===== src/rtl/lpddr_wr_arb.sv =====
`default_nettype none
// +--------------------------------------------------------------------------+
// | Module   : lpddr_wr_arb                                                  |
// | Purpose  : Shares the LPDDR controller AXI write port between the HT    |
// |            (graph) and MT (PPP) targets. AW is arbitrated by weighted   |
// |            round-robin, W is locked to the granted burst until WLAST,   |
// |            and B is demuxed on the MSB of the returned ID.              |
// | Ports    : i_clk/i_rst_n      clock, async active-low reset             |
// |            i_ht_weight        consecutive HT grants while MT waits      |
// |            i/o_{ht,mt}_aw_*   requester AW channels                     |
// |            i/o_{ht,mt}_w_*    requester W channels                      |
// |            i/o_{ht,mt}_b_*    requester B channels                      |
// |            o/i_aw_*,w_*,b_*   controller AXI write port (ID_W+1 IDs)    |
// |            o_err_wlast        sticky WLAST/AWLEN disagreement flag      |
// | Option   : LPDDR_WR_ARB_PERF_EN adds i_perf_clr and saturating per-     |
// |            source AW grant counters o_ht_grant_cnt / o_mt_grant_cnt.    |
// | Revision : 1.0  initial release                                         |
// +--------------------------------------------------------------------------+
module lpddr_wr_arb #(
  parameter int ID_W     = 8,
  parameter int ADDR_W   = 33,
  parameter int DATA_W   = 256,
  parameter int WEIGHT_W = 4,
  parameter int CNT_W    = 32,
  localparam int STRB_W  = DATA_W / 8
) (
  input  logic                i_clk,
  input  logic                i_rst_n,
  input  logic [WEIGHT_W-1:0] i_ht_weight,
  // HT requester
  input  logic                i_ht_aw_valid,
  output logic                o_ht_aw_ready,
  input  logic [ID_W-1:0]     i_ht_aw_id,
  input  logic [ADDR_W-1:0]   i_ht_aw_addr,
  input  logic [7:0]          i_ht_aw_len,
  input  logic                i_ht_w_valid,
  input  logic                i_ht_w_last,
  output logic                o_ht_w_ready,
  input  logic [DATA_W-1:0]   i_ht_w_data,
  input  logic [STRB_W-1:0]   i_ht_w_strb,
  output logic                o_ht_b_valid,
  input  logic                i_ht_b_ready,
  output logic [ID_W-1:0]     o_ht_b_id,
  output logic [1:0]          o_ht_b_resp,
  // MT requester
  input  logic                i_mt_aw_valid,
  output logic                o_mt_aw_ready,
  input  logic [ID_W-1:0]     i_mt_aw_id,
  input  logic [ADDR_W-1:0]   i_mt_aw_addr,
  input  logic [7:0]          i_mt_aw_len,
  input  logic                i_mt_w_valid,
  input  logic                i_mt_w_last,
  output logic                o_mt_w_ready,
  input  logic [DATA_W-1:0]   i_mt_w_data,
  input  logic [STRB_W-1:0]   i_mt_w_strb,
  output logic                o_mt_b_valid,
  input  logic                i_mt_b_ready,
  output logic [ID_W-1:0]     o_mt_b_id,
  output logic [1:0]          o_mt_b_resp,
  // Controller port
  output logic                o_aw_valid,
  input  logic                i_aw_ready,
  output logic [ID_W:0]       o_aw_id,
  output logic [ADDR_W-1:0]   o_aw_addr,
  output logic [7:0]          o_aw_len,
  output logic                o_w_valid,
  output logic                o_w_last,
  input  logic                i_w_ready,
  output logic [DATA_W-1:0]   o_w_data,
  output logic [STRB_W-1:0]   o_w_strb,
  input  logic                i_b_valid,
  output logic                o_b_ready,
  input  logic [ID_W:0]       i_b_id,
  input  logic [1:0]          i_b_resp,
  output logic                o_err_wlast
`ifdef LPDDR_WR_ARB_PERF_EN
  ,
  input  logic                i_perf_clr,
  output logic [CNT_W-1:0]    o_ht_grant_cnt,
  output logic [CNT_W-1:0]    o_mt_grant_cnt
`endif
);

  typedef enum logic [2:0] {
    S_IDLE  = 3'd0,
    S_AW_HT = 3'd1,
    S_AW_MT = 3'd2,
    S_W_HT  = 3'd3,
    S_W_MT  = 3'd4
  } state_t;

  state_t              state_q, state_d;
  // Consecutive HT grants since the last MT grant. Remaining credit is
  // weight_eff - ht_run_q; counting up keeps the reset value constant.
  logic [WEIGHT_W-1:0] ht_run_q, ht_run_d;
  logic [7:0]          len_q, len_d;
  logic [8:0]          beat_q, beat_d;
  logic                err_q, err_d;

  logic [WEIGHT_W-1:0] weight_eff;
  logic                has_credit;
  logic                w_hs;
  logic                w_last_sel;

  assign weight_eff = (i_ht_weight == '0) ? {{(WEIGHT_W-1){1'b0}}, 1'b1} : i_ht_weight;
  assign has_credit = (ht_run_q < weight_eff);

  always_ff @(posedge i_clk or negedge i_rst_n) begin
    if (!i_rst_n) begin
      state_q  <= S_IDLE;
      ht_run_q <= '0;
      len_q    <= '0;
      beat_q   <= '0;
      err_q    <= 1'b0;
    end else begin
      state_q  <= state_d;
      ht_run_q <= ht_run_d;
      len_q    <= len_d;
      beat_q   <= beat_d;
      err_q    <= err_d;
    end
  end

  always_comb begin
    state_d       = state_q;
    ht_run_d      = ht_run_q;
    len_d         = len_q;
    beat_d        = beat_q;
    err_d         = err_q;
    o_aw_valid    = 1'b0;
    o_ht_aw_ready = 1'b0;
    o_mt_aw_ready = 1'b0;
    o_w_valid     = 1'b0;
    o_ht_w_ready  = 1'b0;
    o_mt_w_ready  = 1'b0;
    w_hs          = 1'b0;
    w_last_sel    = 1'b0;
    // Payloads follow the selected source; qualified by the valids above.
    if (state_q == S_AW_MT) begin
      o_aw_id   = {1'b1, i_mt_aw_id};
      o_aw_addr = i_mt_aw_addr;
      o_aw_len  = i_mt_aw_len;
    end else begin
      o_aw_id   = {1'b0, i_ht_aw_id};
      o_aw_addr = i_ht_aw_addr;
      o_aw_len  = i_ht_aw_len;
    end
    if (state_q == S_W_MT) begin
      o_w_data = i_mt_w_data;
      o_w_strb = i_mt_w_strb;
      o_w_last = i_mt_w_last;
    end else begin
      o_w_data = i_ht_w_data;
      o_w_strb = i_ht_w_strb;
      o_w_last = i_ht_w_last;
    end

    case (state_q)
      S_IDLE: begin
        if (i_ht_aw_valid && (!i_mt_aw_valid || has_credit)) begin
          state_d = S_AW_HT;
          // Credit saturates at zero when HT is granted alone.
          if (has_credit) ht_run_d = ht_run_q + 1'b1;
        end else if (i_mt_aw_valid) begin
          state_d  = S_AW_MT;
          ht_run_d = '0;
        end
      end
      S_AW_HT: begin
        o_aw_valid    = i_ht_aw_valid;
        o_ht_aw_ready = i_aw_ready;
        if (i_ht_aw_valid && i_aw_ready) begin
          len_d   = i_ht_aw_len;
          beat_d  = '0;
          state_d = S_W_HT;
        end
      end
      S_AW_MT: begin
        o_aw_valid    = i_mt_aw_valid;
        o_mt_aw_ready = i_aw_ready;
        if (i_mt_aw_valid && i_aw_ready) begin
          len_d   = i_mt_aw_len;
          beat_d  = '0;
          state_d = S_W_MT;
        end
      end
      S_W_HT: begin
        o_w_valid    = i_ht_w_valid;
        o_ht_w_ready = i_w_ready;
        w_hs         = i_ht_w_valid && i_w_ready;
        w_last_sel   = i_ht_w_last;
      end
      S_W_MT: begin
        o_w_valid    = i_mt_w_valid;
        o_mt_w_ready = i_w_ready;
        w_hs         = i_mt_w_valid && i_w_ready;
        w_last_sel   = i_mt_w_last;
      end
      default: state_d = S_IDLE;
    endcase

    if (w_hs) begin
      // Flags both an early WLAST and a missing WLAST on the AWLEN beat.
      if (w_last_sel != (beat_q == {1'b0, len_q})) err_d = 1'b1;
      // Saturate so a runaway burst cannot wrap back onto len.
      if (beat_q != '1) beat_d = beat_q + 9'd1;
      if (w_last_sel) state_d = S_IDLE;
    end
  end

  assign o_err_wlast = err_q;

  // B return path is independent of the write FSM.
  assign o_ht_b_valid = i_b_valid & ~i_b_id[ID_W];
  assign o_mt_b_valid = i_b_valid &  i_b_id[ID_W];
  assign o_b_ready    = i_b_id[ID_W] ? i_mt_b_ready : i_ht_b_ready;
  assign o_ht_b_id    = i_b_id[ID_W-1:0];
  assign o_mt_b_id    = i_b_id[ID_W-1:0];
  assign o_ht_b_resp  = i_b_resp;
  assign o_mt_b_resp  = i_b_resp;

`ifdef LPDDR_WR_ARB_PERF_EN
  logic [CNT_W-1:0] ht_cnt_q, ht_cnt_d;
  logic [CNT_W-1:0] mt_cnt_q, mt_cnt_d;
  logic             ht_aw_hs, mt_aw_hs;

  assign ht_aw_hs = (state_q == S_AW_HT) && i_ht_aw_valid && i_aw_ready;
  assign mt_aw_hs = (state_q == S_AW_MT) && i_mt_aw_valid && i_aw_ready;

  always_comb begin
    ht_cnt_d = ht_cnt_q;
    mt_cnt_d = mt_cnt_q;
    if (i_perf_clr) begin
      ht_cnt_d = '0;
      mt_cnt_d = '0;
    end else begin
      if (ht_aw_hs && (ht_cnt_q != '1)) ht_cnt_d = ht_cnt_q + 1'b1;
      if (mt_aw_hs && (mt_cnt_q != '1)) mt_cnt_d = mt_cnt_q + 1'b1;
    end
  end

  always_ff @(posedge i_clk or negedge i_rst_n) begin
    if (!i_rst_n) begin
      ht_cnt_q <= '0;
      mt_cnt_q <= '0;
    end else begin
      ht_cnt_q <= ht_cnt_d;
      mt_cnt_q <= mt_cnt_d;
    end
  end

  assign o_ht_grant_cnt = ht_cnt_q;
  assign o_mt_grant_cnt = mt_cnt_q;
`endif

endmodule
`default_nettype wire


===== config.mk =====
export PLATFORM = sky130hd
export DESIGN_NAME = lpddr_wr_arb
export DESIGN_NICKNAME = d
export VERILOG_FILES = /design/src/rtl/lpddr_wr_arb.sv
export SDC_FILE = /design/constraint.sdc
export NUM_CORES = 1
export LEC_CHECK = 0
export CORE_AREA = 2 2 420 422
export DETAILED_ROUTE_END_ITERATION = 12
export DIE_AREA = 0 0 422 424
export PLACE_DENSITY_LB_ADDON = 0.12
export SLEW_MARGIN = 20
export SYNTH_ARGS = -nofsm -noshare
export SYNTH_HDL_FRONTEND = slang
export SYNTH_SLANG_ARGS = --single-unit

===== constraint.sdc =====
create_clock -name i_clk -period 5.55 [get_ports i_clk]
set_input_delay 1.11 -clock i_clk [delete_from_list [all_inputs] [get_ports i_clk]]
set_output_delay 1.11 -clock i_clk [all_outputs]
set_load 0.05 [all_outputs]

==> results.md <==
* DP Wirelength at between 100,000 and 150,000 um
* Fin nets at between 2,000 and 2,500
* Ranking of synthesized cells by area: mux2_2 59%, dfrtp_1 11%, mux2_1 8.8%, buf_4 3.5%, buf_2 2.7%
* Slew headroom at 0.301
* Hold Path Class: reg2reg
* EDFF count, synth at 0
* Clk sinks at 25
* Power Density at just under 200 mW/mm^2
* Ports at about 1,100
* CTS Buf Count at 3
* Final hold viol count at 0
* Number of gates resized after CTS at 0
* Synthesized area per cell at 10.5 sq um
* Htree depth at 1
* Hold Slack at just under 0.5 ns
* Area growth, synth to finish at 227%
* Least-Margin Pin Slew at ~1.0 ns
* Clock root buffer: clkbuf_16
* Placed Cells at slightly below 4,000
* Reg clk slew, reported paths at 0.07 ns
* DRT Pass-1 Iters at 4
* Largest area contributor in the netlist: mux2_2
* Worst r2r src: state_q[2]$_DFF_PN0_
* WL per Instance at just over 30 um
* Top cell type's share of synthesized area at 0.595
* Clock skew at about 0.0043 ns
* RSZ-0062 raised after global routing: false
* DRT antenna net count at 0
* RR Endpoint: o_err_wlast$_DFFE_PN0P_
* Final Critical Period at ~4.6 ns
* Residual DRC at 0
* Fin Setup TNS at 0 ns
* Initial Utilization at 0.0329
* Status: finished, final reports clean
* Largest net degree at the start of global routing at 99
* Max clock buf depth at 2
* Final setup violation count at 0
* Post-CTS Setup Bufs at 0
* Max Freq at roughly 0.22 GHz
* Total Wirelength at about 120,000 um
* Via density at approximately 2.3
* Startpoint types: flop
* Row count at ~150
* Global-route wire length before repair at 140,000 um
* Hold path endpoint: o_err_wlast$_DFFE_PN0P_
* Seq/Total Area, Yosys at 0.109
* Core area at roughly 0.17 sq mm
* Kind of critical path: reg2out
* Worst path arrival time at roughly 3.5 ns
* Initial antenna violation count at just over 90
* CP endpoint kind: output pin
* Peak VDD IR at 0.154 mV
* Syn nets at between 1,000 and 1,500
* Hold_sp: o_err_wlast$_DFFE_PN0P_
* R2R cell count at 5
* Crit path required time at approximately 4.4 ns
* R2R setup slack at 3.01 ns
* Vias after detailed routing at slightly above 9,000
* Tot Pwr at around 3.7 mW
* Ratio of cells with drive above 1 in the final layout at 0.243
* Die height at 424 um
* PortBufs at between 1,000 and 1,500
* Initial DRC count at 272
* Non-filler cells, final at 3,895
* Number of global-route vias before repair at approximately 9,600
* Die area at about 0.18 sq mm
* Post-synth cell types at 49
* Remaining Overflow, GRT at 0
* Main flop type after synthesis: dfrtp_1
* Post-Syn Instances at between 500 and 600
* Worst setup startpoint: state_q[2]$_DFF_PN0_
* Cts hold-fix bufs at 0
* WHS Path Cells at 2
* Leak at ~6 nW
* Synth Warn # at 0
* Tcrit/Tclk final at 0.838
* Cell area after synthesis at ~0.0058 sq mm
* Total track usage at 0.127
* FFs w/ async S/R, synth at 1.00
* Worst Path Max Fanout at a little over 90
* Pins Over Slew Limit at 0
* CTS tree: built
* Die Wd at around 420 um
* Final estimated routing congestion in global placement at between 0.9 and 1
* Synth Register Bits at 25
* Max-cap viol count at 0
* Worst-Skew Late Latency at approximately 0.27 ns
cell usage after synthesis, drive strengths merged, types with 2 or more instances:
| cell | number |
|---|---|
| dfrtp | 25 |
| nand2b | 4 |
| and3 | 2 |
| nor2 | 6 |
| nand2 | 6 |
| o31a | 2 |
| mux2i | 3 |
| a21oi | 7 |
| o21ai | 3 |
| nor2b | 3 |
| o2bb2ai | 3 |
| xnor2 | 10 |
| nor3 | 4 |
| nor3b | 4 |
| nand3 | 5 |
| a22o | 2 |
| a21o | 3 |
| a211oi | 2 |
| nand4 | 2 |
| nand3b | 3 |
| buf | 59 |
| mux2 | 349 |
| nor4 | 4 |
| ha | 6 |
| and2 | 3 |
| o31ai | 3 |
| inv | 10 |
| clkbuf | 3 |
placed cells by master (no fill, tap or decap), types with 3 or more instances in the layout:
cell             instances
nand2b_1                 4
xnor2_1                 10
buf_12                   4
mux2_2                 304
clkbuf_16                3
nor4_1                   4
diode_2                 13
nor2b_1                  3
inv_1                   10
a21o_1                   3
ha_1                     6
nor3_1                   4
nand3_1                  5
buf_4                   55
a21oi_1                  7
o2bb2ai_1                3
nand3b_1                 3
mux2_1                  45
nor2_1                   6
clkdlybuf4s50_1        990
mux2i_1                  3
dfrtp_1                 25
o31ai_1                  3
and2_1                   3
nand2_1                  6
through the flow:
stage	instance area [sq um]	worst slack [ns]	utilization
after CTS	18800	0.845	0.107
after global routing	18800	0.701	0.107
final	18800	0.900	0.108
after detailed placement	18700	1.16	0.107
after floorplan	5760	2.14	-
after global placement	18700	1.18	0.107
registers in the layout, summed over array words and instances, names as in the netlist:
name         flops
len_q            8
state_q          3
o_err_wlast      1
ht_run_q         4
beat_q           9
where the power goes:
group,switching [mW],leakage [nW],total [mW],internal (mW)
sequential,0.0989,0.308,0.340,0.241
combinational,1.87,5.73,3.14,1.27
clock,0.0725,0.0372,0.171,0.0982
cell families (layout without fill, tap and decap cells):
kind of cell	Yosys count	count (layout)	synth area share
buffers and inverters	72	1063	0.0713
flip-flops	25	25	0.109
multiplexers	352	352	0.688
adder cells (fa/ha/maj)	6	6	0.0130
XOR/XNOR	10	10	0.0152
AND/OR/NAND/NOR	53	53	0.0582
AO/OA/AOI/OAI	33	33	0.0458
other	0	13	0
critical path, stage by stage (launching register included):
cell,delay [ns]
dfrtp_1,0.66
nor3b_4,0.40
buf_12,0.19
buf_12,0.35
mux2_2,0.29
clkdlybuf4s50_1,1.18
how the worst max path moves through the flow:
stage                          to  slack [ns]  cells past startpoint
finish                o_w_strb[9]        0.90                      5
global route          o_w_strb[9]        0.70                      5
CTS                 o_w_data[233]        0.84                      5
detailed placement  o_w_data[233]        1.16                      5
global placement    o_w_data[233]        1.18                      5
floorplan           o_ht_aw_ready        2.14                      2
metal layers:
layer	global-route usage	part of all wire
met3	0.0328	0.064
met5	0	0.0025
met1	0.113	0.30
met2	0.281	0.62
met4	0.0157	0.017
cell type report:
cell class,instances,area (sq um)
Clock buffer,3,75.1
Antenna cell,13,32.5
Timing Repair Buffer,1049,10400
Clock inverter,1,7.51
Inverter,10,37.5
Tap cell,2340,2930
Fill cell,20200,156000
Sequential cell,25,626
Multi-Input combinational cell,454,4730
No activity file was read; power rests on OpenSTA's default activity.
